--- config.mk ---
export PLATFORM = sky130hd
export DESIGN_NAME = usbfs_debug_uart_rx
export DESIGN_NICKNAME = d
export VERILOG_FILES = /design/src/rtl/usbfs_debug_pkg.sv /design/src/rtl/usbfs_debug_fifo.sv /design/src/rtl/usbfs_debug_uart_rx.sv
export SDC_FILE = /design/constraint.sdc
export NUM_CORES = 1
export LEC_CHECK = 0
export ABC_AREA = 1
export CAP_MARGIN = 20
export CORE_ASPECT_RATIO = 0.7
export CORE_MARGIN = 3
export CORE_UTILIZATION = 26
export CTS_CLUSTER_SIZE = 20
export DETAILED_ROUTE_END_ITERATION = 8
export GPL_TIMING_DRIVEN = 0
export PLACE_DENSITY_LB_ADDON = 0.3
export SLEW_MARGIN = 20
export SYNTH_ARGS = -nofsm -noshare
export SYNTH_HDL_FRONTEND = slang
export SYNTH_SLANG_ARGS = --single-unit
--- constraint.sdc ---
create_clock -name clk -period 1.87 [get_ports clk]
set_input_delay 0.374 -clock clk [delete_from_list [all_inputs] [get_ports clk]]
set_output_delay 0.374 -clock clk [all_outputs]
set_load 0.01 [all_outputs]
--- src/rtl/usbfs_debug_pkg.sv ---
// Shared definitions for the USB full-speed debug UART paths.
package usbfs_debug_pkg;

    localparam int unsigned DEFAULT_CLK_DIV = 434;  // 50 MHz / 115200 baud
    localparam int unsigned DEFAULT_ASIZE   = 4;
    localparam int unsigned BYTE_W          = 8;
    localparam int unsigned BIT_IDX_W       = 3;

    typedef enum logic [2:0] {
        ST_IDLE  = 3'd0,
        ST_START = 3'd1,
        ST_DATA  = 3'd2,
        ST_STOP  = 3'd3,
        ST_BREAK = 3'd4
    } rx_state_e;

endpackage

--- src/rtl/usbfs_debug_fifo.sv ---
// First-word-fall-through byte FIFO; the array has no reset and a registered
// read port so it can map onto block RAM.
module usbfs_debug_fifo
    import usbfs_debug_pkg::*;
#(
    parameter int unsigned ASIZE = DEFAULT_ASIZE
) (
    input  logic              clk,
    input  logic              rst,
    input  logic              push_i,
    input  logic [BYTE_W-1:0] push_data_i,
    output logic              drop_c_o,
    input  logic              pop_i,
    output logic              valid_o,
    output logic [BYTE_W-1:0] data_o
);

    localparam int unsigned DEPTH = 1 << ASIZE;
    localparam int unsigned PTR_W = ASIZE + 1;

    logic [BYTE_W-1:0] mem_q [DEPTH];
    logic [BYTE_W-1:0] data_q;
    logic [PTR_W-1:0]  wptr_q, wptr_d;
    logic [PTR_W-1:0]  rptr_q, rptr_d;
    logic              valid_q;
    logic              full_c;
    logic              pop_c;
    logic              wr_c;

    // A pop in the same cycle frees a slot, so full is judged after it.
    always_comb begin
        full_c   = (wptr_q[ASIZE] != rptr_q[ASIZE]) &&
                   (wptr_q[ASIZE-1:0] == rptr_q[ASIZE-1:0]);
        pop_c    = pop_i & valid_q;
        wr_c     = push_i & (~full_c | pop_c);
        drop_c_o = push_i & full_c & ~pop_c;
        wptr_d   = wptr_q + PTR_W'(wr_c);
        rptr_d   = rptr_q + PTR_W'(pop_c);
    end

    always_ff @(posedge clk or posedge rst) begin
        if (rst) begin
            wptr_q  <= '0;
            rptr_q  <= '0;
            valid_q <= 1'b0;
        end else begin
            wptr_q  <= wptr_d;
            rptr_q  <= rptr_d;
            // Compare against the pre-write pointer: the entry must already be in the array.
            valid_q <= (wptr_q != rptr_d);
        end
    end

    always_ff @(posedge clk) begin
        if (wr_c) begin
            mem_q[wptr_q[ASIZE-1:0]] <= push_data_i;
        end
        data_q <= mem_q[rptr_d[ASIZE-1:0]];
    end

    assign valid_o = valid_q;
    assign data_o  = data_q;

endmodule

--- src/rtl/usbfs_debug_uart_rx.sv ---
// 8N1 debug UART receiver: oversampling FSM feeding a FWFT byte FIFO toward
// the USB-side consumer.
module usbfs_debug_uart_rx
    import usbfs_debug_pkg::*;
#(
    parameter int unsigned CLK_DIV = DEFAULT_CLK_DIV,
    parameter int unsigned ASIZE   = DEFAULT_ASIZE
) (
    input  logic       clk,
    input  logic       rst,
    input  logic       i_uart_rx,
    output logic [7:0] rx_data,
    output logic       rx_valid,
    input  logic       rx_en,
    output logic       frame_err,
    output logic       overflow
);

    localparam int unsigned CNT_W = $clog2(CLK_DIV);
    localparam logic [CNT_W-1:0] CNT_HALF = CNT_W'(CLK_DIV / 2 - 1);
    localparam logic [CNT_W-1:0] CNT_LAST = CNT_W'(CLK_DIV - 1);
    localparam logic [BIT_IDX_W-1:0] LAST_BIT = BIT_IDX_W'(BYTE_W - 1);

    rx_state_e            state_q, state_d;
    logic [CNT_W-1:0]     cnt_q, cnt_d;
    logic [BIT_IDX_W-1:0] bit_idx_q, bit_idx_d;
    logic [BYTE_W-1:0]    shreg_q, shreg_d;
    logic [1:0]           sync_q;
    logic [1:0]           fill_q;
    logic                 armed_q, armed_d;
    logic                 push_q, push_d;
    logic                 frame_err_q, frame_err_d;
    logic                 overflow_q, overflow_d;
    logic                 fifo_drop_c;
    logic                 rxs;

    assign rxs = sync_q[1];

    // Synchronizer plus a fill marker that says when rxs reflects the real line.
    always_ff @(posedge clk or posedge rst) begin
        if (rst) begin
            sync_q <= 2'b11;
            fill_q <= 2'b00;
        end else begin
            sync_q <= {sync_q[0], i_uart_rx};
            fill_q <= {fill_q[0], 1'b1};
        end
    end

    always_ff @(posedge clk or posedge rst) begin
        if (rst) begin
            state_q     <= ST_IDLE;
            cnt_q       <= '0;
            bit_idx_q   <= '0;
            shreg_q     <= '0;
            armed_q     <= 1'b0;
            push_q      <= 1'b0;
            frame_err_q <= 1'b0;
            overflow_q  <= 1'b0;
        end else begin
            state_q     <= state_d;
            cnt_q       <= cnt_d;
            bit_idx_q   <= bit_idx_d;
            shreg_q     <= shreg_d;
            armed_q     <= armed_d;
            push_q      <= push_d;
            frame_err_q <= frame_err_d;
            overflow_q  <= overflow_d;
        end
    end

    // A line held low through reset must go high once before a start bit counts.
    always_comb begin
        state_d     = state_q;
        cnt_d       = cnt_q;
        bit_idx_d   = bit_idx_q;
        shreg_d     = shreg_q;
        armed_d     = armed_q | (rxs & fill_q[1]);
        push_d      = 1'b0;
        frame_err_d = 1'b0;
        overflow_d  = fifo_drop_c;

        unique case (state_q)
            ST_IDLE: begin
                if (armed_q && !rxs) begin
                    cnt_d   = '0;
                    state_d = ST_START;
                end
            end
            ST_START: begin
                if (cnt_q == CNT_HALF) begin
                    cnt_d = '0;
                    if (rxs) begin
                        state_d = ST_IDLE;
                    end else begin
                        bit_idx_d = '0;
                        state_d   = ST_DATA;
                    end
                end else begin
                    cnt_d = cnt_q + CNT_W'(1);
                end
            end
            ST_DATA: begin
                if (cnt_q == CNT_LAST) begin
                    cnt_d   = '0;
                    shreg_d = {rxs, shreg_q[BYTE_W-1:1]};
                    if (bit_idx_q == LAST_BIT) begin
                        state_d = ST_STOP;
                    end else begin
                        bit_idx_d = bit_idx_q + BIT_IDX_W'(1);
                    end
                end else begin
                    cnt_d = cnt_q + CNT_W'(1);
                end
            end
            ST_STOP: begin
                if (cnt_q == CNT_LAST) begin
                    cnt_d = '0;
                    if (rxs) begin
                        push_d  = 1'b1;
                        state_d = ST_IDLE;
                    end else begin
                        frame_err_d = 1'b1;
                        state_d     = ST_BREAK;
                    end
                end else begin
                    cnt_d = cnt_q + CNT_W'(1);
                end
            end
            ST_BREAK: begin
                if (rxs) begin
                    state_d = ST_IDLE;
                end
            end
            default: begin
                state_d = ST_IDLE;
            end
        endcase
    end

    usbfs_debug_fifo #(
        .ASIZE(ASIZE)
    ) u_fifo (
        .clk        (clk),
        .rst        (rst),
        .push_i     (push_q),
        .push_data_i(shreg_q),
        .drop_c_o   (fifo_drop_c),
        .pop_i      (rx_en),
        .valid_o    (rx_valid),
        .data_o     (rx_data)
    );

    assign frame_err = frame_err_q;
    assign overflow  = overflow_q;

endmodule

# After elaboration in Yosys (flattened, before gate mapping)

Memory sizes are Yosys's and may differ from the RTL's. A register that Yosys moved wholly into a read port is not among the register bits.
Cells that the tools add are included.

Add/subtract/negate cells: 4
Multiply operators: 0
Divide/modulo/power cells: 0
$lt $le $gt $ge: 0
Eq/ne operators: 18
Shifts and indexed selects: 0
Muxes and demuxes: 26
Bitwise operators: 9
Reductions and logical operators: 11

Operators with widths:

| kind                  | count |
|---|---|
| $mux W3               | 11 |
| $mux W9               | 3 |
| $pmux W9 S3           | 1 |
| $ne A2 B2 Y1 const B  | 8 |
| $pmux W3 S5           | 1 |
| $add A5 B1 Y5         | 2 |
| $add A9 B1 Y9 const B | 1 |
| $eq A9 B8 Y1 const B  | 1 |
| $eq A9 B9 Y1 const B  | 1 |
| $mux W1               | 8 |
| $eq A3 B2 Y1 const B  | 2 |
| $eq A3 B3 Y1 const B  | 2 |
| $pmux W3 S2           | 1 |
| $reduce_and A6 Y1     | 1 |
| $and A1 B1 Y1         | 5 |
| $ne A5 B5 Y1          | 1 |
| $reduce_and A5 Y1     | 1 |
| $eq A4 B4 Y1          | 1 |
| $reduce_and A2 Y1     | 2 |
| $add A3 B1 Y3 const B | 1 |
| $eq A3 B1 Y1 const B  | 1 |
| $logic_not A3 Y1      | 1 |
| $reduce_bool A3 Y1    | 1 |
| $logic_and A1 B1 Y1   | 2 |
| 7 further kinds       | 9 |

Register bits: 42
Latch bits: 0
Memory bits (writable): 128
Bits in read-only memories: 0
Output and inout bits: 11
Logic and storage cells: 82
Memories: 1

Memories:

| name         | depth | bits a word | read ports | clocked after Yosys merged registers in | wr ports | line                   | source |
|---|---|---|---|---|---|---|---|
| u_fifo.mem_q | 16    | 8           | 1          | 1                                       | 1        | usbfs_debug_fifo.sv:21 | `logic [BYTE_W-1:0] mem_q [DEPTH];` |

# Depth between registers and ports, before layout

Gate-level depths: netlist (run 1).

Depth in word-level cells: 7
Gate-level depth with buffers: 12

# Hierarchy

Synthesis (run 1) repeated with hierarchy kept, for this count alone.

Cells, all modules: 842
Area total of the unflattened synthesis: 8032.7 µm²

Modules (own cells, without submodules):

| module              | instances | cells an instance | area each (µm²) |
|---|---|---|---|
| usbfs_debug_fifo    | 1         | 649               | 6453.7 |
| usbfs_debug_uart_rx | 1         | 193               | 1579.0 |

# Least setup slack after synthesis (run 1)

OpenSTA, ideal clock, no wires.

Path kind: reg-to-reg
From: register u_fifo.valid_q, in the netlist u_fifo.valid_o
To: register u_fifo.data_q[2], in the netlist u_fifo.data_o[2] (read register of u_fifo.mem_q)
Library setup time: 0.113 ns
Arrival time: 1.735 ns
Data required time: 1.757 ns
Setup slack: 0.022 ns
Stages on the path, launching flop included: 12
Cells stage by stage: dfrtp_1 -> nand2_1 -> inv_1 -> ha_1 -> ha_1 -> buf_2 -> clkbuf_1 -> nor2_1 -> o21ai_0 -> nand3_1 -> nand3_1 -> nand2_1

Cells in the longest elaborated chain, start to end: 2

RTL lines:

| element                    | line                   | source |
|---|---|---|
| start: declaration         | usbfs_debug_fifo.sv:25 | `logic valid_q;` |
| start signal: assignment   | usbfs_debug_fifo.sv:50 | `valid_q <= (wptr_q != rptr_d);` |
| $and A1 B1 Y1              | usbfs_debug_fifo.sv:34 | `pop_c = pop_i & valid_q;` |
| $add A5 B1 Y5              | usbfs_debug_fifo.sv:38 | `rptr_d = rptr_q + PTR_W'(pop_c);` |
| named net u_fifo.rptr_d[1] | usbfs_debug_fifo.sv:24 | `logic [PTR_W-1:0] rptr_q, rptr_d;` |
| end: declaration           | usbfs_debug_fifo.sv:22 | `logic [BYTE_W-1:0] data_q;` |

The timed path passes the listed nets, and every way through them passes these cells.
A chain may end at the register's enable or synchronous reset.

# Worst setup path after layout (run 1)

From: register u_fifo.valid_q, in the netlist u_fifo.valid_o
To: register u_fifo.data_q[3], in the netlist u_fifo.data_o[3] (read register of u_fifo.mem_q)

The elaborated chain is that of the path after synthesis.

==> results of run 1 <==
-- cell usage in the layout, fill, tap and decap left out, types with 14 or more instances in the layout --
master,instances
edfxtp_1,128
dfrtp_1,35
clkbuf_16,18
o21ai_1,33
o21ai_2,15
nor2_2,15
o21ai_0,25
nand3_1,57
nand2_1,85
buf_4,19
inv_1,29
nor2_1,135
nand3_2,17
clkdlybuf4s50_1,14
nor2_4,21
-- through the flow --
stage / instances / cell area (µm²) / hold WS (ns) / setup TNS [ns] / util, %
floorplan: 706 / 7550 / 0.331 / 0 / -
global placement: 1091 / 8150 / 0.332 / -84.35 / 28.9
detailed placement: 1092 / 8170 / 0.336 / -68.40 / 29.0
CTS: 1139 / 9290 / 0.242 / -0.0473 / 33.0
global route: 1143 / 9530 / 0.269 / -0.738 / 33.8
finish: 1143 / 9530 / 0.246 / -0.00759 / 33.8
-- worst min path at each step --
stage / start / end / slack, ns / depth (start not counted)
after floorplan: fill_q[0] / fill_q[1] / 0.33 / 0
after global placement: fill_q[0] / fill_q[1] / 0.33 / 0
after detailed placement: fill_q[0] / fill_q[1] / 0.34 / 0
after CTS: rst / u_fifo.valid_o / 0.24 / 2
after global routing: rst / u_fifo.valid_o / 0.27 / 2
final: rst / u_fifo.valid_o / 0.25 / 2
-- power by group --
group          internal (W)  total, W  switching [W]
Sequential          0.00442   0.00460       0.000181
Clock               0.00201   0.00356        0.00155
Combinational       0.00254   0.00645        0.00392
Total               0.00897    0.0146        0.00565
-- routing by layer --
layer / routed length, µm / track usage (%) / vias to the layer above / share of wire, %
met1: 9610 / 18.9 / 2563 / 51
met3: 1200 / 3.54 / 23 / 6.3
met2: 7820 / 17.4 / 124 / 41
li1: - / - / 2497 / -
met5: 0 / 0 / - / 0
met4: 276 / 4.08 / 0 / 1.5
-- cell type report --
type / instances / share of cell area, %
Clock inverter: 12 / 1.38
Clock buffer: 20 / 4.69
Sequential cell: 178 / 53.1
Buffer: 25 / 3.02
Timing Repair Buffer: 34 / 3.69
Inverter: 45 / 1.98
Tap cell: 371 / 4.87
Multi-Input combinational cell: 458 / 27.3
-- critical path: stages (launching register included) --
cell,delay (ns)
dfrtp_1,0.39
nand2_2,0.08
inv_2,0.05
ha_4,0.16
ha_4,0.27
buf_12,0.13
clkinv_8,0.07
buf_8,0.14
nor2_1,0.13
o21ai_2,0.13
nand3_1,0.12
nand3_1,0.07
nand2_1,0.07
-- synth_stat cells --
master	count
edfxtp_1	128
xor2_1	11
a21o_1	1
conb_1	1
buf_6	2
o21a_1	4
nand2_4	1
nor2_2	10
buf_1	1
nand3_2	3
o21ai_1	11
nor3_1	2
clkbuf_1	9
dfxtp_1	8
nand2_2	4
nand2_1	90
buf_4	2
nor2_1	160
dfstp_2	2
o21bai_1	1
xnor2_1	1
nor2_4	1
inv_2	13
xor2_2	1
o21ai_0	65
buf_2	12
nor2_8	1
clkinv_1	1
nand3_1	71
nand4_1	7
inv_1	31
ha_1	9
o211ai_1	2
dfrtp_1	40
-- flip-flops by register name, indices dropped and copies added (netlist names), 3 cells and up --
| register | count |
|---|---|
| u_fifo.rptr_q | 5 |
| state_q | 3 |
| u_fifo.data_o | 8 |
| u_fifo.wptr_q | 5 |
| cnt_q | 9 |
| shreg_q | 8 |
| u_fifo.mem_q | 128 |
| bit_idx_q | 3 |
-- cell families after synthesis --
kind of cell,count (synthesis),share of synthesized area [%]
AND/OR/NAND/NOR,350,20.0
AO/OA/AOI/OAI,84,5.84
XOR/XNOR,13,1.61
buffers and inverters,71,4.03
other,1,0.0497
flip-flops,178,67.0
adder cells (fa/ha/maj),9,1.49
-- timing repair --
action                     in CTS  in global routing
hold buffers                    0                  0
setup endpoints to repair     140                125
resized for setup             140                 61
pin swaps                      30                 33
setup buffers                  13                  4
cloned                          3                  0
==> out/metrics.yaml, run 1 <==
status: "complete, but fails checks"
violations: "negative setup slack"
port-buffer-count: 14
r2r-start: "u_fifo.valid_o"
grt_pass1_vias: 4986
grt_pass1_wl_um: 29400
clkTransAtPathRegs_ns: 0.07
ant_nets: 0
vias: 5207
fin_ws_ns: -0.00759
dr.pass1.iters: 5
via_per_inst: 4.56
worst_setup_path_start_kind: "flop"
yosysTopAreaCell: "edfxtp_1"
finalMaxSlewViolations: 0
syn_area_mm2: 0.00755
drtIter0Drc: 438
multiInputGateArea_mm2: 0.00260
clockRootBuffer: "clkbuf_16"
cts.sinks: 178
avgRoutedWirePerCell_um: 16.5
synth_top_area_share_pct: 50.9
area_delta_synth_final_pct: 26.3
crit_start: "u_fifo.valid_o"
worst_slew_pin_slew_ns: 0.854
final_nets: 772
drc: 0
slew_headroom_pct: 43.0
finalHoldViolCount: 0
gp_congestion: 0.810
cts_tree: "done"
cp_max_fo: 7
finalCriticalPeriod_ns: 1.88
ir_drop_v: 0.000893
dp_slack_ns: -1.10
grt_start_max_net_pins: 27
synth_cells: 706
dp_hpwl_um: 12700
synth_nets: 719
power_density_mw_per_mm2: 1530
hold_class: "input pin to asynchronous set/reset pin"
rsz0062_at_grt: "true"
htreeDepth: 4
track_usage_pct: 12.6
synth_warnings: 0
finClkSkew_ns: 0.0128
die_y_um: 149
max_clock_freq_ghz: 0.533
clockBufferDepth: 2
p_total_w: 0.0146
ys_ff_latch: 178
end_kind: "flop"
cts_buffers: 17
r2r_cells: 12
antennaDiodeCount: 0
ioPinCount: 15
seq_area_mm2: 0.00506
core_mm2: 0.0282
fillers: 2836
reg2reg_slack_ns: -0.008
clk_latency_ns: 0.43
worstPathArrival_ns: 2.26
die_area_mm2: 0.0311
ys_seq_area_share_pct: 67.0
p_leak_nw: 3.87
routed_wl_um: 18900
setup_viol: 1
synth_cell_types: 34
critPathCapture: "u_fifo.data_o[3]"
fp.dieW_um: 210
drive_gt1_share_pct: 23.8
synth.avg_cell_area_um2: 10.7
r2r-end: "u_fifo.data_o[3]"
period_share_pct: 100
synth_area_leaders: "edfxtp_1 (51%), dfrtp_1 (13%), nor2_1 (8.0%), nand3_1 (4.7%), nand2_1 (4.5%)"
setup.worst_path.class: "flop to flop"
cap_violations: 0
required_ns: 2.25
num_rows: 51
grt-ovfl-total: 0
initial_utilization_pct: 26.8
antenna_found_initial: 0
No activity file was read; power rests on OpenSTA's default activity.
==> run 2, diff against run 1 <==
==> constraint.sdc (replaced) <==
create_clock -name clk -period 1.7 [get_ports clk]
set_input_delay 0.34 -clock clk [delete_from_list [all_inputs] [get_ports clk]]
set_output_delay 0.34 -clock clk [all_outputs]
set_load 0.01 [all_outputs]
==> run 2 against run 1 <==
The flow still finishes with violations (negative setup slack). Via count rose by 2.8%. Non-clock buffer count rose by 29. Core utilization rose by 1.6 points. Total power rose by 13%. Global-route usage barely moved. Critical path depth did not move. Clock power rose by 9.3%. Clock-buffer cell count fell by 3. Die area did not move. Flip-flop and latch count did not move. Routed wire length rose by 2.9%. Critical endpoint is now u_fifo.data_o[6]. Largest power group unchanged.
==> out/metrics.yaml, run 2 (synthesized netlist as in run 1, its figures left out) <==
grt_start_max_net_pins: 23  # -15%
clkTransAtPathRegs_ns: 0.07  # about the same
die_y_um: 149  # unchanged
htreeDepth: 4  # unchanged
port-buffer-count: 14  # unchanged
finalCriticalPeriod_ns: 1.90  # +0.0239 ns
p_total_w: 0.0165  # +13%
avgRoutedWirePerCell_um: 16.6  # +0.31%
period_share_pct: 112  # +11 points
drtIter0Drc: 460  # +5.0%
antenna_found_initial: 0  # unchanged
met3WireLength_um: 1050  # -12%
max_clock_freq_ghz: 0.526  # -1.3%
ant_nets: 0  # unchanged
grt-ovfl-total: 0  # unchanged
cts.sinks: 178  # unchanged
cts_tree: "done"
final_common_cell: "nor2_1"
area_delta_synth_final_pct: 32.4
drive_gt1_share_pct: 28.8  # +5.0 points
gp_congestion: 0.810  # unchanged
required_ns: 2.07  # -0.18 ns
fin_util_pct: 35.4  # +1.6 points
hold_class: "input pin to asynchronous set/reset pin"
drc: 0  # unchanged
cap_violations: 0  # unchanged
grt_pass1_wl_um: 29400  # +0.21%
seq_area_mm2: 0.00507  # about the same
status: "complete, but fails checks"
final_nets: 801  # +3.8%
worst_setup_path_start_kind: "flop"
dp_slack_ns: -1.06  # +0.0415 ns
power_density_mw_per_mm2: 1650  # +7.6%
postPlaceCellArea_mm2: 0.00828  # +1.3%
num_rows: 51  # unchanged
via_per_inst: 4.57  # +0.24%
track_usage_pct: 12.6  # about the same
multiInputGateArea_mm2: 0.00267  # +2.7%
design_area_mm2: 0.00999  # +4.8%
dr.pass1.iters: 4  # -1
top_layer: "met4"
ir_drop_v: 0.000635  # -29%
grt_pass1_vias: 4945  # -0.82%
wl_met1_um: 9810  # +2.1%
worstPathArrival_ns: 2.27  # about the same
end_kind: "flop"
clockBufferDepth: 2  # unchanged
finalMaxSlewViolations: 0  # unchanged
p_leak_nw: 4.05  # +4.7%
fin_ws_ns: -0.202  # -0.194 ns
fillers: 2764  # -2.5%
wl_met2_um: 8350  # +6.8%
rsz0062_at_grt: "true"
core_mm2: 0.0282  # unchanged
largest_register_ffs: 128  # unchanged
finClkSkew_ns: 0.00796  # -0.00484 ns
initial_utilization_pct: 26.8  # unchanged
fp.dieW_um: 210  # unchanged
worst_slew_pin_slew_ns: 0.745  # -0.110 ns
dp_hpwl_um: 12200  # -4.1%
die_area_mm2: 0.0311  # unchanged
vias: 5352  # +2.8%
clockRootBuffer: "clkbuf_16"
cp_max_fo: 5  # -2
antennaDiodeCount: 0  # unchanged
finalHoldViolCount: 0  # unchanged
cts_buffers: 17  # unchanged
slew_headroom_pct: 50.4  # +7.3 points
ioPinCount: 15  # unchanged
violations: "negative setup slack"
setup_viol: 72  # +71
routed_wl_um: 19400  # +2.9%
clk_latency_ns: 0.43  # about the same
holdBufCountCts: 0  # unchanged
setup.worst_path.class: "flop to flop"
layout_common_cells: "nor2_1 (134), edfxtp_1 (128), nand2_1 (81)"
whs_ns: 0.264  # +0.0176 ns
[run 2: cell count changes in the layout (fill, tap and decap cells not counted), moves of 4 or more]
cell	previous run	this run
nor2_4	21	25
buf_4	19	38
buf_12	4	15
nand3_2	17	22
nand2_1	85	81
o21ai_2	15	19
buf_6	9	5
nand3_1	57	52
[run 2: per-stage QoR]
stage	TNS [ns]	cells
5_1_grt	-13.97	1172
4_1_cts	-4.19	1152
2_1_floorplan	0	706
6_report	-3.65	1172
3_3_place_gp	-102.73	1091
3_5_place_dp	-78.22	1092
[run 2: repair_timing]
| item | in CTS | in global routing |
|---|---|---|
| buffers inserted | 25 | 20 |
| resized for setup | 141 | 53 |
| pin swaps | 49 | 33 |
| gates cloned | 4 | 0 |
| hold endpoints to repair | 0 | 0 |
| endpoints found under the setup margin | 142 | 149 |
[run 2: worst max-delay path, cell delays in order, from the launching register on]
cell and delay [ns]:
dfrtp_1 0.39, nand2_2 0.09, inv_2 0.05, ha_4 0.16, ha_4 0.24, buf_12 0.14, buf_12 0.13, clkbuf_16 0.16
nor2_2 0.11, o21ai_2 0.07, nand3_2 0.11, nand3_2 0.10, nand2_2 0.08
[run 2: worst paths after layout]
check	from	to	slack, ns	cells after the start
min in group clk	i_uart_rx	sync_q[0]	0.31	1
worst min-delay path	rst	u_fifo.rptr_q[4]	0.26	2
max in group asynchronous	rst	u_fifo.wptr_q[0]	0.93	3
worst max-delay path	u_fifo.valid_o	u_fifo.data_o[6]	-0.20	12
worst max register to register	u_fifo.valid_o	u_fifo.data_o[6]	-0.20	12
worst min register to register	fill_q[0]	fill_q[1]	0.35	0
[run 2: final cells by class]
cell class	instances	share of cell area [%]
Clock inverter	15	1.60
Sequential cell	178	50.7
Timing Repair Buffer	63	7.55
Buffer	25	2.69
Multi-Input combinational cell	458	26.7
Tap cell	371	4.65
Inverter	45	1.84
Clock buffer	17	4.26
[run 2: power breakdown]
| part | total [W] | switching, W | internal, W |
|---|---|---|---|
| Combinational | 0.00753 | 0.00450 | 0.00304 |
| Clock | 0.00389 | 0.00171 | 0.00218 |
| Sequential | 0.00506 | 0.000197 | 0.00487 |
| Total | 0.0165 | 0.00640 | 0.0101 |
[run 2: metal layers]
layer,track usage [%],up-vias
li1,-,2565
met1,19.4,2644
met2,17.7,130
met3,2.55,13
met4,3.85,0
met5,0,-
==> run 3, diff against run 2 <==
--- a/config.mk
+++ b/config.mk
@@ -9,7 +9,7 @@
 export CAP_MARGIN = 20
 export CORE_ASPECT_RATIO = 0.7
 export CORE_MARGIN = 3
-export CORE_UTILIZATION = 26
+export CORE_UTILIZATION = 40
 export CTS_CLUSTER_SIZE = 20
 export DETAILED_ROUTE_END_ITERATION = 8
 export GPL_TIMING_DRIVEN = 0
==> run 3 against run 2 <==
The run still ends with negative setup slack left. Worst setup slack lost 0.012 ns. Final area shrank 2.2%. Critical path depth did not move. Flip-flop and latch count is the same.
==> out/metrics.yaml, run 3 (synthesized netlist as in run 1, its figures left out) <==
hold_class: "input pin to asynchronous set/reset pin"
drc: 0  # unchanged
critPathTopFamily: "simple AND/OR/NAND/NOR gates"
antenna_found_initial: 0  # unchanged
cts_buffers: 17  # unchanged
period_share_pct: 113  # +0.70 points
die_area_mm2: 0.0206  # -34%
dp_hpwl_um: 11900  # -2.0%
die_y_um: 121  # -19%
place_inst: 957  # -12%
grt_pass1_vias: 5265  # +6.5%
setup.worst_path.class: "flop to flop"
routed_wl_um: 19300  # -0.51%
holdBufCountCts: 0  # unchanged
clk_latency_ns: 0.43  # about the same
fin_ws_ns: -0.213  # -0.0118 ns
reg2reg_slack_ns: -0.21  # about the same
finalMaxSlewViolations: 0  # unchanged
instances_no_fill: 1022  # -13%
cap_violations: 0  # unchanged
cp_max_fo: 6  # +1
core_mm2: 0.0183  # -35%
area_delta_synth_final_pct: 29.6
slew_headroom_pct: 46.5  # -3.9 points
use_met1_pct: 26.8  # +7.5 points
fp.dieW_um: 170  # -19%
clockBufferDepth: 2  # unchanged
end_kind: "flop"
vias: 5494  # +2.7%
ant_nets: 0  # unchanged
violations: "negative setup slack"
num_rows: 41  # -20%
drtIter0Drc: 704  # +53%
antennaDiodeCount: 0  # unchanged
crit_chain: "nand2_2 -> inv_2 -> ha_4 -> ha_4 -> buf_12 -> inv_16 -> buf_8 -> nor2_2 -> o21ai_2 -> nand3_1 -> nand3_2 -> nand2_2"
path_buf_inv: 4  # unchanged
met3_usage_pct: 6.81  # +4.3 points
finalCriticalPeriod_ns: 1.91  # +0.0118 ns
status: "complete, but fails checks"
finalHoldViolCount: 0  # unchanged
clkTransAtPathRegs_ns: 0.07  # about the same
max_clock_freq_ghz: 0.523  # -0.62%
finClkSkew_ns: 0.00993  # +0.00197 ns
required_ns: 2.07  # about the same
worstPathArrival_ns: 2.29  # +0.02 ns
grt-ovfl-total: 0  # unchanged
dr.pass1.iters: 5  # +1
drive_gt1_share_pct: 29.5  # +0.68 points
max_stage_delay_ns: 0.40  # about the same
layout_common_cells: "edfxtp_1 (128), nor2_1 (122), nand2_1 (81)"
worst_slew_pin_slew_ns: 0.802  # +0.0578 ns
rsz0062_at_grt: "true"
port-buffer-count: 14  # unchanged
gp_congestion: 0.893  # +10%
cts.sinks: 178  # unchanged
p_leak_nw: 4.01  # -1.0%
track_usage_pct: 18.9  # +6.3 points
ir_drop_v: 0.000786  # +24%
htreeDepth: 4  # unchanged
cp_slowest_cell: "dfrtp_1"
power_density_mw_per_mm2: 1740  # +5.5%
largest_register_ffs: 128  # unchanged
worst_setup_path_start_kind: "flop"
fin_util_pct: 53.5  # +18 points
grt_start_max_net_pins: 35  # +52%
setup_viol: 132  # +83%
top_usage_layer: "met2"
cts_tree: "done"
initial_utilization_pct: 41.3  # +15 points
final_common_cell: "edfxtp_1"
avgRoutedWirePerCell_um: 18.9  # +14%
use_met2_pct: 26.9  # +9.2 points
ioPinCount: 15  # unchanged
whs_ns: 0.136  # -0.128 ns
clockRootBuffer: "clkbuf_16"
final_nets: 786  # -1.9%
via_per_inst: 5.38  # +18%
grt_pass1_wl_um: 29000  # -1.4%
==> run 3: worst paths after layout <==
kind	from	depth (start not counted)	to
worst max-delay path	u_fifo.valid_o	12	u_fifo.data_o[1]
worst min-delay path	rst	2	u_fifo.rptr_q[4]
worst max register to register	u_fifo.valid_o	12	u_fifo.data_o[1]
worst min register to register	fill_q[0]	0	fill_q[1]
max in group asynchronous	rst	3	sync_q[0]
min in group clk	i_uart_rx	1	sync_q[0]
==> run 3: area by class of cell <==
type | count | area [µm²]
timing repair buffer | 49 | 559
multi-input combinational | 457 | 2770
buffer | 25 | 292
tap | 236 | 295
fill | 1452 | 8480
clock inverter | 12 | 156
sequential | 178 | 5060
inverter | 45 | 195
clock buffer | 20 | 447
==> run 3: timing repair <==
action,CTS,global route
setup buffers,19,14
cloned,1,1
pin swaps,29,59
gates resized for setup,114,139
endpoints found under the setup margin,142,146
==> run 3: stage by stage <==
stage | setup TNS (ns) | total power, W | cell area, µm² | setup slack [ns]
finish | -7.38 | 0.0170 | 9780 | -0.213
global route | -17.45 | 0.0179 | 9780 | -0.252
CTS | -2.45 | 0.0152 | 9210 | -0.155
detailed placement | -68.01 | 0.0105 | 8100 | -0.867
global placement | -82.46 | 0.0104 | 8080 | -0.834
floorplan | 0 | 0.00882 | 7650 | 0.000629
==> run 3: worst register-to-register path: stages (launching register included) <==
cell and delay (ns):
dfrtp_1 0.40, nand2_2 0.09, inv_2 0.04, ha_4 0.17, ha_4 0.28, buf_12 0.14, inv_16 0.06, buf_8 0.14
nor2_2 0.11, o21ai_2 0.10, nand3_1 0.14, nand3_2 0.10, nand2_2 0.09
==> run 3: per-layer routing <==
layer	routed length [µm]	part of all wire, %
met1	8780	45
met4	336	1.7
met2	8580	44
met5	0	0
met3	1650	8.5
==> run 3: report_power, final <==
group,switching (W),leakage [nW],internal [W]
clock,0.00167,0.285,0.00236
sequential,0.000220,2.08,0.00487
combinational,0.00479,1.64,0.00312
